===== src/rtl/fust_m_issue_pkg.sv =====
// Shared types for the matrix FUST issue slice: row layout, op codes, FSM states.
// Register index width is derived from the tracked matrix register count.
package fust_m_issue_pkg;

  localparam int MREG_NUM   = 16;
  localparam int MREG_IDX_W = $clog2(MREG_NUM);

  typedef logic [MREG_IDX_W-1:0] mreg_idx_t;

  typedef enum logic [2:0] {
    MOP_MMUL   = 3'd0,
    MOP_MADD   = 3'd1,
    MOP_MTRANS = 3'd2,
    MOP_MLOAD  = 3'd3,
    MOP_MSTORE = 3'd4
  } mop_e;

  typedef struct packed {
    mop_e      op;
    mreg_idx_t md;
    mreg_idx_t ms1;
    mreg_idx_t ms2;
    mreg_idx_t ms3;
  } fust_m_row_t;

  typedef struct packed {
    logic        busy;
    fust_m_row_t row;
  } fust_m_t;

  typedef enum logic [1:0] {
    S_IDLE  = 2'd0,
    S_WAIT  = 2'd1,
    S_ISSUE = 2'd2,
    S_EXEC  = 2'd3
  } issue_m_state_t;

endpackage


===== src/rtl/fust_m_issue_if.sv =====
// FUST-row and matrix-unit handshake bundle seen by the issue block.
// master = issue block, slave = FUST/matrix-unit side.
interface fust_m_issue_if;
  import fust_m_issue_pkg::*;

  fust_m_t     fust;
  logic        busy;
  logic        fu_ready;
  logic        fu_done;
  logic        issue_valid;
  fust_m_row_t issue_row;

  modport master (
    input  fust, fu_ready, fu_done,
    output busy, issue_valid, issue_row
  );

  modport slave (
    output fust, fu_ready, fu_done,
    input  busy, issue_valid, issue_row
  );

endinterface


===== src/rtl/fust_m_issue_mreg_hazard_chk.sv =====
// Combinational pending-mask lookup for md and three sources; 0-cycle latency.
// hazard_free is high only when none of the four referenced registers is pending.
module fust_m_issue_mreg_hazard_chk
  import fust_m_issue_pkg::*;
#(
  parameter int NUM_MREGS = MREG_NUM
) (
  input  logic [NUM_MREGS-1:0] pending,
  input  mreg_idx_t            md,
  input  mreg_idx_t            ms1,
  input  mreg_idx_t            ms2,
  input  mreg_idx_t            ms3,
  output logic                 hazard_free
);

  assign hazard_free = ~(pending[md] | pending[ms1] | pending[ms2] | pending[ms3]);

endmodule


===== src/rtl/fust_m_issue.sv =====
// Matrix FUST issue: waits for operand registers, launches into the matrix unit, retires on done.
// Row valid to launch strobe is 2 cycles minimum; holds in WAIT while hazards or !fu_ready.
module fust_m_issue
  import fust_m_issue_pkg::*;
#(
  parameter int NUM_MREGS      = MREG_NUM,
  parameter int TIMEOUT_CYCLES = 1024
) (
  input  logic                 clk,
  input  logic                 rst,
  fust_m_issue_if.master       io,
  input  logic [NUM_MREGS-1:0] mreg_pending,
  input  logic                 flush,
  output logic                 set_pend_en,
  output logic                 clr_pend_en,
  output mreg_idx_t            pend_reg,
  output logic                 timeout_err
);

  localparam bit WD_EN = (TIMEOUT_CYCLES > 0);
  localparam int CNT_W = (TIMEOUT_CYCLES > 2) ? $clog2(TIMEOUT_CYCLES) : 1;
  localparam logic [CNT_W-1:0] TMATCH  = CNT_W'((TIMEOUT_CYCLES > 0) ? (TIMEOUT_CYCLES - 1) : 0);
  localparam logic [CNT_W-1:0] CNT_MAX = '1;

  issue_m_state_t   state;
  logic [CNT_W-1:0] cnt;
  logic             hazard_free;

  fust_m_issue_mreg_hazard_chk #(
    .NUM_MREGS (NUM_MREGS)
  ) u_hazard (
    .pending     (mreg_pending),
    .md          (io.fust.row.md),
    .ms1         (io.fust.row.ms1),
    .ms2         (io.fust.row.ms2),
    .ms3         (io.fust.row.ms3),
    .hazard_free (hazard_free)
  );

  // The latched row owns pend_reg so set and clear always name the same register.
  assign set_pend_en = io.issue_valid;
  assign clr_pend_en = (state == S_EXEC) && io.fu_done;
  assign pend_reg    = io.issue_row.md;

  always_ff @(posedge clk or posedge rst) begin
    if (rst) begin
      state          <= S_IDLE;
      io.busy        <= 1'b0;
      io.issue_valid <= 1'b0;
      io.issue_row   <= '0;
      cnt            <= '0;
      timeout_err    <= 1'b0;
    end else begin
      io.issue_valid <= 1'b0;
      case (state)
        S_IDLE: begin
          if (io.fust.busy) state <= S_WAIT;
        end
        S_WAIT: begin
          if (flush || !io.fust.busy) begin
            state <= S_IDLE;
          end else if (hazard_free && io.fu_ready) begin
            state          <= S_ISSUE;
            io.issue_valid <= 1'b1;
            io.busy        <= 1'b1;
            io.issue_row   <= io.fust.row;
            cnt            <= '0;
          end
        end
        S_ISSUE: begin
          state <= S_EXEC;
        end
        S_EXEC: begin
          // Done takes priority over a same-cycle watchdog match.
          if (io.fu_done) begin
            state   <= S_IDLE;
            io.busy <= 1'b0;
          end else begin
            if (cnt != CNT_MAX) cnt <= cnt + 1'b1;
            if (WD_EN && (cnt == TMATCH)) timeout_err <= 1'b1;
          end
        end
        default: state <= S_IDLE;
      endcase
    end
  end

endmodule


===== src/flat_wrapper.sv =====
// flat-port wrapper written by rule: the top's interface ports become plain ports
module fust_m_issue_flat import fust_m_issue_pkg::*;
#(
  parameter int NUM_MREGS      = MREG_NUM,
  parameter int TIMEOUT_CYCLES = 1024
)
  (clk, rst, mreg_pending, flush, set_pend_en, clr_pend_en, pend_reg, timeout_err, io_fust, io_fu_ready, io_fu_done, io_busy, io_issue_valid, io_issue_row);
  fust_m_issue_if io_i ();
  input  logic clk;
  input  logic rst;
  input  logic [NUM_MREGS-1:0] mreg_pending;
  input  logic flush;
  output logic set_pend_en;
  output logic clr_pend_en;
  output mreg_idx_t pend_reg;
  output logic timeout_err;
  input wire logic [$bits(io_i.fust)-1:0] io_fust;
  input wire logic [$bits(io_i.fu_ready)-1:0] io_fu_ready;
  input wire logic [$bits(io_i.fu_done)-1:0] io_fu_done;
  output wire logic [$bits(io_i.busy)-1:0] io_busy;
  output wire logic [$bits(io_i.issue_valid)-1:0] io_issue_valid;
  output wire logic [$bits(io_i.issue_row)-1:0] io_issue_row;
  assign io_i.fust = io_fust;
  assign io_i.fu_ready = io_fu_ready;
  assign io_i.fu_done = io_fu_done;
  assign io_busy = io_i.busy;
  assign io_issue_valid = io_i.issue_valid;
  assign io_issue_row = io_i.issue_row;
  fust_m_issue #(.NUM_MREGS(NUM_MREGS), .TIMEOUT_CYCLES(TIMEOUT_CYCLES)) u_core (.clk(clk), .rst(rst), .io(io_i), .mreg_pending(mreg_pending), .flush(flush), .set_pend_en(set_pend_en), .clr_pend_en(clr_pend_en), .pend_reg(pend_reg), .timeout_err(timeout_err));
endmodule

===== config.mk =====
export PLATFORM = sky130hd
export DESIGN_NAME = fust_m_issue_flat
export DESIGN_NICKNAME = d
export VERILOG_FILES = /design/src/rtl/fust_m_issue_pkg.sv /design/src/rtl/fust_m_issue_if.sv /design/src/rtl/fust_m_issue_mreg_hazard_chk.sv /design/src/rtl/fust_m_issue.sv /design/src/flat_wrapper.sv
export SDC_FILE = /design/constraint.sdc
export NUM_CORES = 1
export LEC_CHECK = 0
export ABC_AREA = 1
export BUFFER_PORTS_ARGS = -buffer_cell sky130_fd_sc_hd__buf_2
export CAP_MARGIN = 20
export CORE_MARGIN = 2
export CORE_UTILIZATION = 45
export CTS_BUF_LIST = sky130_fd_sc_hd__clkbuf_8
export DETAILED_ROUTE_END_ITERATION = 10
export GPL_TIMING_DRIVEN = 0
export PLACE_DENSITY = 0.77
export SLEW_MARGIN = 30
export SYNTH_ARGS = -nofsm -noshare
export SYNTH_HDL_FRONTEND = slang
export SYNTH_HIERARCHICAL = 1
export SYNTH_SLANG_ARGS = --single-unit
export TNS_END_PERCENT = 5

===== constraint.sdc =====
create_clock -name clk -period 1.7 [get_ports clk]
set_input_delay 0.34 -clock clk [delete_from_list [all_inputs] [get_ports clk]]
set_output_delay 0.34 -clock clk [all_outputs]
set_load 0.005 [all_outputs]

# Word-level counts from Yosys, hierarchy flattened
# Cells that the tools add are included.
totals:
  ff_bits: 34
  input_bits: 41
  out_inout_bits: 28
  word_cells: 69
classes:
  n_addsub: 1
  magnitude_cmp: 4
  eq_ne: 12
  muxes: 25
  bitwise_logic: 6
  n_reduce_logical: 11
op_table:
  columns: ["cell", "n"]
  rows:
  - ["two-way mux 10 bit", 4]
  - ["< comparator 4 x 5 -> 1 bit, second input constant", 4]
  - ["case mux 10 bit (2 select lines)", 1]
  - ["binary-select mux 1 bit (select 4 bit)", 4]
  - ["adder 10 x 1 -> 10 bit, second input constant", 1]
  - ["== test 10 bit, second input constant", 1]
  - ["two-way mux 1 bit", 10]
  - ["inequality test 10 bit, second input constant", 1]
  - ["inequality test 2 bit, second input constant", 5]
  - ["AND reduction 3 bit", 3]
  - ["two-way mux 2 bit", 4]
  - ["case mux 2 bit (4 select lines)", 1]
  - ["AND reduction 5 bit", 1]
  - ["== test 2 bit, second input constant", 2]
  - ["AND reduction 4 bit", 1]
  - ["inequality test 3 x 1 -> 1 bit, second input constant", 1]
  - ["inverter 1 bit", 3]
  - ["OR 1 bit", 3]
  - ["== test 2 x 1 -> 1 bit, second input constant", 1]
  - ["logical AND 1 bit", 2]
  - ["logical NOT 2 bit", 1]
  - ["inequality test 2 x 1 -> 1 bit, second input constant", 1]
  - ["case mux 1 bit (2 select lines)", 1]
  - ["nonzero test 2 bit", 1]
  - ["2 further kinds", 2]

# Logic depth before layout (Yosys ltp)
logic_depth:
  word_depth: 10
  ltp_mapped: 18
  ltp_nobuf: 17

# Hierarchy
# The synthesis kept the hierarchy.
by_module_without_submodules:
  columns: ["mod", "n_inst", "cells_each", "area_each_um2", "seq_area_each_um2"]
  rows:
  - ["fust_m_issue", 1, 194, 1627.8, 850.8]
  - ["fust_m_issue_mreg_hazard_chk", 1, 161, 747.0, 0.0]

# Worst setup path after synthesis
# OpenSTA, ideal clock, no wires.
synth_timing:
  path_kind: "input to register"
  start: "in io_fust[0]"
  end: "reg with a tool-made name"
  t_arrival_ps: 1519
  t_required_ps: 1558
  slack_ps: 38
  stages: 15
  path_buffers: 2
  cell_sequence: "buf_6 -> clkinv_4 -> nand2_1 -> nand3_1 -> nand3_1 -> nand3_1 -> nand2_1 -> inv_1 -> nand2_1 -> nor2_1 -> nand2_1 -> inv_1 -> nand3_2 -> clkbuf_1 -> o21ai_0"
synth_rtl:
  columns: ["item", "line", "source"]
  rows:
  - ["from (decl)", "flat_wrapper.sv:17", "input wire logic [$bits(io_i.fust)-1:0] io_fust;"]

# Final worst setup path
layout_timing:
  start: "in io_fust[12]"
  end: "reg u_core.cnt[9]"
layout_between:
  elab_chain_len: 9
layout_rtl:
  columns: ["item", "line", "source"]
  rows:
  - ["binary-select mux 1 bit (select 4 bit)", "fust_m_issue_mreg_hazard_chk.sv:16", "assign hazard_free = ~(pending[md] | pending[ms1] | pending[ms2] | pending[ms3]);"]
  - ["two-way mux 1 bit (not written as such)", "fust_m_issue_mreg_hazard_chk.sv:16", null]
  - ["OR 1 bit (3 in a row)", "fust_m_issue_mreg_hazard_chk.sv:16", null]
  - ["inverter 1 bit", "fust_m_issue_mreg_hazard_chk.sv:16", null]
  - ["via u_core.hazard_free", "fust_m_issue.sv:27", "logic hazard_free;"]
  - ["logical AND 1 bit", "fust_m_issue.sv:62", "end else if (hazard_free && io.fu_ready) begin"]
  - ["inequality test 2 x 1 -> 1 bit (no source line)", null, null]
  - ["AND reduction 5 bit (no source line)", null, null]
  - ["to (signal assigned)", "fust_m_issue.sv:79", "if (cnt != CNT_MAX) cnt <= cnt + 1'b1;"]
  - ["to (decl)", "fust_m_issue.sv:26", "logic [CNT_W-1:0] cnt;"]
# The timed path passes the listed nets, and every way through them passes these cells. The select of a mux whose other input is x is not followed.
# A chain may end at the register's enable or synchronous reset.

==> results.sh <==
export IMPL_clk_latency_ns=0.29
export IMPL_syn_avg_cell_area_um2=6.69
export IMPL_syn2layout_area_growth_pct=28.1
export IMPL_relSlewSlack=0.540
export IMPL_grt_pass1_wl_um=10000
export IMPL_yosys_cell_count_top_type="nand2_1"
export IMPL_hp_class="input pin to async pin"
export IMPL_gp_congestion=0.906
export IMPL_setup_viol=0
export IMPL_maxCapViolations=0
export IMPL_clockBufferDepth=2
export IMPL_worstPathCellList="buf_6 -> buf_8 -> inv_8 -> nand2_2 -> nand3_1 -> nand3_1 -> nand3b_1 -> nand2_1 -> inv_1 -> nand2_1 -> nor2_2 -> nand2_1 -> inv_2 -> nand3_4 -> nand2_4 -> nand3_4 -> inv_2 -> nand2_1 -> nand2_1"
export IMPL_vias=2499
export IMPL_cts_tree="built"
export IMPL_ys_warnings_count=6
export IMPL_maxSlewViolCount=0
export IMPL_antenna_found_initial=0
export IMPL_io_pins=69
export IMPL_ant_nets=0
export IMPL_placed_area_um2=2800
export IMPL_p_leak_nw=1.78
export IMPL_slowest_delay_ns=0.14
export IMPL_min_period_ns=1.70
export IMPL_drc=0
export IMPL_synth_area_leaders="dfrtp_1, nand2_1, nand3_1"
export IMPL_ys_ff_latch=34
export IMPL_skew_ns=0.0120
export IMPL_grt_total_usage=0.212
export IMPL_final_core_util=0.596
export IMPL_synth_edff_count=0
export IMPL_outcome="complete, no violations"
export IMPL_ir_worst_vdd_mv=0.380
export IMPL_seq_area_um2=851
export IMPL_grt_start_max_net_pins=35
export IMPL_crit_required_ns=1.92
export IMPL_path_class="input pin to flop"
export IMPL_die_w_um=76.6
export IMPL_cts_buffers=5
export IMPL_cts_root_buf="clkbuf_8"
export IMPL_cellPowerDensity_nw_per_um2=745
export IMPL_drive_gt1_frac=0.292
export IMPL_cp_data_arrival_time_ns=1.92
export IMPL_postRouteWirelength_um=5990
export IMPL_grt_overflow_total=0
export IMPL_hpwl_um=4440
export IMPL_crit_path_frequent_cell="nand2_1"
export IMPL_path_clk_slew_ns=0.08
export IMPL_via_per_inst=4.95
export IMPL_worst_setup_path_end_kind="flop"
export IMPL_finalHoldViolCount=0
export IMPL_syn_inst=355
export IMPL_setup_slack_ns=0.00354
export IMPL_netlist_area_um2=2370
export IMPL_multi_input_area_um2=1260
export IMPL_h_tree_depth=2
export IMPL_syn_num_nets=397
export IMPL_holdBufCountCts=0
export IMPL_core_area_um2=5110
export IMPL_crit_path_start_kind="input pin"
export IMPL_synthFlopType="dfrtp_1"
export IMPL_postLayoutCellArea_um2=3040
export IMPL_start_util=0.465
export IMPL_slowest_stage="nand2_4"
export IMPL_wl_per_cell_um=11.9
export IMPL_cts_sinks=34
export IMPL_diodes=0
export IMPL_dp_slack_ns=-0.447
export IMPL_io_buffers=68
export IMPL_synthDominantCellAreaShare=0.358
export IMPL_min_period_over_period=0.998
export IMPL_largest_register_ffs=15
export IMPL_num_rows=26
export IMPL_grt_setup_unrepaired="yes"
export IMPL_tightest_slew_ns=0.688
export IMPL_dr_pass1_iters=5
export IMPL_fillCellCount=470
export IMPL_grt_pass1_vias=2201
export IMPL_first_iter_violations=213
export IMPL_die_area_um2=5870
export IMPL_synth_yosys_seq_area_share=0.358
export IMPL_rrSetupSlack_ns=0.27
export IMPL_yosys_area_top_type="dfrtp_1"
export IMPL_synthTopCellsByCount="nand2_1, nand3_1, dfrtp_1, inv_1, nor2_1"
export IMPL_max_freq_ghz=0.589
export IMPL_critPathMaxFanout=8
export IMPL_synthDistinctLibCells=31
export IMPL_final_nets=476
export IMPL_async_flop_share=1.00
export IMPL_die_h_um=76.6
[kinds of logic (layout without fill, tap and decap cells)]
group	Yosys count	count (layout)	synth area share
simple gates	240	240	0.456
xor+xnor	4	4	0.0148
compound gates	15	15	0.0364
flops	34	34	0.358
buf+inv	61	141	0.129
fa+ha+maj	1	1	0.00527
[per-layer routing]
layer,share of wire,global-route usage,vias up
met1,0.45,0.292,1117
met2,0.45,0.334,113
met4,0.010,0.0564,0
met5,0,0,-
met3,0.087,0.0521,9
li1,-,-,1260
[path summary, 6_finish.rpt]
path	to	cells after the start	start
max	u_core/cnt[9]	19	io_fust[12]
min	u_core/pend_reg[3]	2	rst
max reg2reg	u_core/cnt[9]	8	u_core/cnt[0]
min reg2reg	u_core/timeout_err	1	u_core/timeout_err
max in group asynchronous	u_core/pend_reg[2]	2	rst
min in group clk	u_core/io.issue_row[18]	3	io_fust[18]
[report_power, final]
group	switching (mW)	leakage, nW	internal (mW)	total (mW)
registers	0.0712	0.465	0.936	1.01
clock network	0.289	0.0524	0.321	0.609
logic	0.341	1.26	0.308	0.649
[cells in the final DEF, fill, tap and decap left out, types with 2 or more instances in the layout]
cell | Yosys | final
buf_2 | 2 | 67
buf_6 | 4 | 6
o21ai_0 | 3 | 3
clkinv_4 | 2 | 2
inv_8 | 2 | 2
clkinv_2 | 1 | 2
buf_8 | 0 | 3
nand3_2 | 1 | 2
buf_4 | 5 | 6
clkbuf_16 | 0 | 2
inv_2 | 9 | 11
nand3_4 | 2 | 3
nand3b_1 | 3 | 3
xnor2_1 | 3 | 3
o21ai_1 | 7 | 7
nand3_1 | 55 | 53
nor2_2 | 1 | 2
nand2_2 | 3 | 7
inv_1 | 34 | 33
nand2_1 | 157 | 153
dfrtp_1 | 34 | 34
nor2_1 | 12 | 11
o211ai_1 | 3 | 3
clkbuf_8 | 0 | 6
[final cells by class]
| cell class | count | share of cell area |
|---|---|---|
| clock buffer | 6 | 0.0271 |
| buffer | 13 | 0.0411 |
| inverter | 48 | 0.0678 |
| clock inverter | 2 | 0.00288 |
| tap | 70 | 0.0288 |
| sequential | 34 | 0.280 |
| timing repair buffer | 72 | 0.140 |
| multi-input combinational | 260 | 0.413 |
[stage by stage]
step                      hold slack (ns)  TNS, ns  total power, mW  std cells
after floorplan                     0.450        0             1.37        355
after global placement              0.457   -12.51             1.62        493
after detailed placement            0.460   -12.78             1.64        493
after CTS                           0.189        0             2.27        501
after global routing                0.241    -1.79             2.42        505
final                               0.152        0             2.27        505
[what timing repair did]
action                     4_1_cts  5_1_grt
setup endpoints to repair       32       30
pin swaps                        1       20
gates cloned                     0        3
gates resized for setup          8       21
buffers inserted                 0        1
[worst max-delay path, delay by kind of cell]
kind | cells | cell delay, ns
buffers and inverters | 6 | 0.52
and+or+nand+nor | 13 | 1.07
Power figures use the tool's default switching activity.
